## src/rtl/fatori_mon_imd_val_reg.sv

```systemverilog
// fatori_mon_imd_val_reg: M-of-N voted storage for two 32-bit intermediate values with background scrub and fault injection; ports: clk_i/rst_i, imd_val_d_i/we_i in, imd_val_q_o out, scrub_en_i, inj_* fault port, min/maj error flags, sticky maj flag, scrub_occurred_o pulse
module fatori_mon_imd_val_reg #(
  parameter int N            = 3,
  parameter int M            = 2,
  parameter int SCRUB_PERIOD = 16
) (
  input  logic             clk_i,
  input  logic             rst_i,
  input  logic [1:0][31:0] imd_val_d_i,
  input  logic [1:0]       imd_val_we_i,
  output logic [1:0][31:0] imd_val_q_o,
  input  logic             scrub_en_i,
  input  logic             inj_en_i,
  input  logic [2:0]       inj_rep_i,
  input  logic             inj_word_i,
  input  logic [31:0]      inj_mask_i,
  output logic             min_err_o,
  output logic             maj_err_o,
  output logic             maj_err_sticky_o,
  output logic             scrub_occurred_o
);
  localparam int CW = $clog2(SCRUB_PERIOD);
  typedef enum logic [1:0] {IDLE, CHECK, REPAIR} state_t;
  state_t state, state_n;
  logic [CW-1:0] cnt, cnt_n;
  logic wp, wp_n;
  logic [N-1:0][1:0][31:0] rep;
  logic [3:0] ones;
  logic [1:0] maj_w, diff_w;
  logic repair;
  always_comb begin
    imd_val_q_o = '0;
    maj_w = '0;
    diff_w = '0;
    ones = '0;
    for (int w = 0; w < 2; w++) begin
      for (int b = 0; b < 32; b++) begin
        ones = '0;
        for (int r = 0; r < N; r++) ones = ones + 4'(rep[r][w][b]);
        imd_val_q_o[w][b] = ones >= 4'(M);
        maj_w[w] = maj_w[w] | ((ones < 4'(M)) && (4'(N) - ones < 4'(M)));
      end
      for (int r = 0; r < N; r++) diff_w[w] = diff_w[w] | (|(rep[r][w] ^ imd_val_q_o[w]));
    end
  end
  assign min_err_o = |diff_w;
  assign maj_err_o = |maj_w;
  // a same-edge functional write to the scrubbed word wins and abandons the repair
  assign repair = (state == REPAIR) && !imd_val_we_i[wp];
  always_comb begin
    state_n = state;
    cnt_n = cnt;
    wp_n = wp;
    case (state)
      IDLE: if (scrub_en_i) begin
        cnt_n = (cnt == CW'(SCRUB_PERIOD - 1)) ? '0 : cnt + 1'b1;
        state_n = (cnt == CW'(SCRUB_PERIOD - 1)) ? CHECK : IDLE;
      end
      CHECK: begin
        state_n = (diff_w[wp] && !maj_w[wp]) ? REPAIR : IDLE;
        wp_n = (diff_w[wp] && !maj_w[wp]) ? wp : ~wp;
      end
      REPAIR: begin
        state_n = IDLE;
        wp_n = ~wp;
      end
      default: state_n = IDLE;
    endcase
  end
  always_ff @(posedge clk_i) begin
    if (rst_i) begin
      state <= IDLE;
      cnt <= '0;
      wp <= 1'b0;
      rep <= '0;
      maj_err_sticky_o <= 1'b0;
      scrub_occurred_o <= 1'b0;
    end else begin
      state <= state_n;
      cnt <= cnt_n;
      wp <= wp_n;
      maj_err_sticky_o <= maj_err_sticky_o | maj_err_o;
      scrub_occurred_o <= repair;
      for (int r = 0; r < N; r++) begin
        for (int w = 0; w < 2; w++) begin
          if (imd_val_we_i[w]) rep[r][w] <= imd_val_d_i[w];
          else if (repair && wp == 1'(w)) rep[r][w] <= imd_val_q_o[w];
          else if (inj_en_i && inj_rep_i == 3'(r) && inj_word_i == 1'(w)) rep[r][w] <= rep[r][w] ^ inj_mask_i;
        end
      end
    end
  end
endmodule

```

## config.mk

```make
export PLATFORM = sky130hd
export DESIGN_NAME = fatori_mon_imd_val_reg
export DESIGN_NICKNAME = d
export VERILOG_FILES = /design/src/rtl/fatori_mon_imd_val_reg.sv
export SDC_FILE = /design/constraint.sdc
export NUM_CORES = 1
export LEC_CHECK = 0
export CORE_ASPECT_RATIO = 0.7
export CORE_MARGIN = 5
export CORE_UTILIZATION = 40
export CTS_CLUSTER_SIZE = 24
export DETAILED_ROUTE_END_ITERATION = 8
export PLACE_DENSITY = 0.73
export SLEW_MARGIN = 40
export SYNTH_ARGS = -nofsm -noshare
export SYNTH_HDL_FRONTEND = slang
export SYNTH_SLANG_ARGS = --single-unit
```

## constraint.sdc

```tcl
create_clock -name clk_i -period 7.1 [get_ports clk_i]
set_input_delay 1.775 -clock clk_i [delete_from_list [all_inputs] [get_ports clk_i]]
set_output_delay 1.775 -clock clk_i [all_outputs]
set_load 0.005 [all_outputs]
```

==> metrics.cfg <==
[placed_design]
place_ws_ps=2142
portBuffers=171
detailed_place.area_um2=16130
dp_hpwl_um=36880
gp_congestion=0.9736

[die]
dieArea_um2=39450
ios=174
num_rows=57
initial_core_util=0.4074
core_um2=34870
chipWidth_um=235.3
die_h_um=167.7

[setup_path]
setup.worst_path.start=rep[129]$_SDFFE_PP0P_
r2r_cells=8
start_kind=flip-flop
crit_type=reg2out
critPathArrivalTime_ps=3770
critPathCaptureType=output pin
cp_max_fo=4
r2r-start=state[1]$_SDFFE_PP0P_
r2r_slack_ps=4190
worstPathRequired_ps=5330
worstReg2RegEnd=rep[17]$_SDFFE_PP0P_

[clocking]
clock-sinks=200
cts.clk_slew.worst_paths_ps=70
cts_tree=done
htreeDepth=4
clock_latency_ps=450
post_cts_resized=0
cts_root_buffer=clkbuf_16
cts_hold_buffers=0
ctsLongestPathBuffers=2
post_cts_buffers=0
cts-buffers-inserted=17

[yosys]
synth_area_um2=14210
yosys_warnings=0
async_flop_share=0
synth_top_area_share=0.2818
ys_ff_latch=200
synth_ff_type=dfxtp_1
ys_types=53
ys_seq_area_frac=0.2818
ys_top_cells_by_area=dfxtp_1 (28%), xor2_1 (12%), a311oi_1 (12%)
avgSynthCellArea_um2=7.602
synth_most_common_cell=nor2_1
yosysTopAreaCell=dfxtp_1
synth_edf_count=0
ys_top_cells_by_count=nor2_1 (272), xor2_1 (202), dfxtp_1 (200)
synthCells=1869

[timing]
relSlewSlack=0.4367
hold_viol_final=0
maxSlewViolCount=0
finalWorstSetupSlack_ps=1559
max_freq_mhz=180.5
worst_slew_pin_slew_ps=845.0
fin_setup_tns_ps=0
finalCritPeriodShare=0.7804
min_period_ps=5541
setup-violations-final=0
rsz0062_at_grt=no
clock_skew_ps=12.13

[min_path]
min-delay-start=cnt[3]$_SDFFE_PP0P_
min_to=state[0]$_SDFFE_PP0P_
hold_depth=2
hold_path_class=reg2reg

[layout]
drive_above_1_share=0.04152
design_area_um2=16760
areaGrowthSynthToFinish_pct=17.95
fin_nets=2109

[power]
power_frac_comb=0.276
power_leakage_uw=0.006810
ir_worst_vdd_mv=0.1481
power.switching_uw=1160
seq_power_share=0.406
switching_share=0.3444
p_per_area_nw_per_um2=200.9
clockPowerShare=0.318
p_int_uw=2208

[drt]
detail-route-antenna-nets=0
drt-initial-drc-count=1769
routed_wl_um=50680
viasPerCell=5.990
vias=14519
first_pass_iters=6
routedWlPerCell_um=20.91
drcViolationCount=0

[outcome]
outcome=finished, final reports clean

[global_route]
first_global_vias=13267
antenna_found_initial=5
grt_pass1_wl_um=76850
grtUsageTotal=0.2425
grt_max_degree=125
grt-ovfl-total=0

[run]
drv_cap=0

per-layer routing:
layer,global-route usage,part of all wire,routed length [um]
met5,0,0.0011,54
met3,0.07629,0.11,5696
met4,0.07316,0.029,1477
met2,0.3473,0.41,20850
met1,0.3485,0.45,22610
how the worst max path moves through the flow:
stage / cells after the start / slack, ps / endpoint
2_1_floorplan: 8 / 3110 / min_err_o
6_report: 9 / 1560 / min_err_o
3_3_place_gp: 9 / 2270 / min_err_o
4_1_cts: 9 / 1660 / min_err_o
3_5_place_dp: 9 / 2140 / min_err_o
5_1_grt: 9 / 1390 / min_err_o
power by group through the flow:
stage                     Sequential [uW]  Clock [uW]  Combinational, uW
after CTS                            1360        1080                914
after floorplan                      1340           0                593
after detailed placement             1390           0                904
final                                1370        1070                930
after global placement               1380           0                884
after global routing                 1380        1120               1010
cells in the final DEF (no fill, tap or decap), types with 4 or more instances in the layout:
cell	Yosys	layout
a211o_1	4	4
a21oi_1	112	112
a21oi_2	15	15
a22oi_1	24	24
a311oi_1	192	192
a31oi_1	7	7
and3_1	8	8
buf_4	3	12
clkbuf_16	0	17
clkdlybuf4s50_1	0	168
dfxtp_1	200	200
ha_1	65	65
inv_1	111	111
inv_2	7	7
nand2_1	106	106
nand2b_1	8	8
nand3_1	7	7
nand4_1	9	9
nor2_1	272	272
nor2b_1	4	4
nor3_1	13	12
nor3b_1	19	18
nor4_1	19	19
o211ai_1	4	4
o21ai_0	193	193
o21ai_1	5	4
o21ai_4	0	6
o22ai_1	39	39
or3_1	5	5
xnor2_1	44	44
xor2_1	202	202
logic make-up after synthesis:
| logic type | share of synthesized area |
|---|---|
| compound gates | 0.2894 |
| fa+ha+maj | 0.05724 |
| flops | 0.2818 |
| simple gates | 0.1485 |
| other cells | 0.0002639 |
| buf+inv | 0.06904 |
| xor+xnor | 0.1516 |
| mux | 0.002201 |
cell type report:
class	count	area, um^2
Clock inverter	11	162.7
Timing Repair Buffer	184	1808
Multi-Input combinational cell	1417	9288
Sequential cell	200	4004
Antenna cell	1	2.502
Tap cell	472	590.6
Inverter	118	442.9
Clock buffer	21	460.4
Fill cell	3380	18120
state kept, by name, summed over array words and instances, names as in the netlist:
signal,cells
rep,192
cnt,4
state,2
scrub_occurred_o,1
wp,1
metrics by stage:
| step | instances | total power [uW] | hold WS [ps] | utilization |
|---|---|---|---|---|
| after floorplan | 1870 | 1936 | 438.4 | - |
| after global placement | 2391 | 2262 | 456.2 | 0.4623 |
| after detailed placement | 2391 | 2289 | 457.6 | 0.4625 |
| after CTS | 2423 | 3350 | 468.0 | 0.4804 |
| after global routing | 2423 | 3514 | 513.0 | 0.4805 |
| final | 2424 | 3367 | 474.9 | 0.4805 |
critical path, stage by stage (launching register included):
cell             delay (ps)
dfxtp_1                 420
ha_1                    290
a21oi_2                 260
xor2_1                  430
nand3_1                 220
nor4_1                  350
nand4_1                 160
or3_1                   460
or2_1                   270
clkdlybuf4s50_1         460
Note: power is estimated with default switching activity, not from simulation.
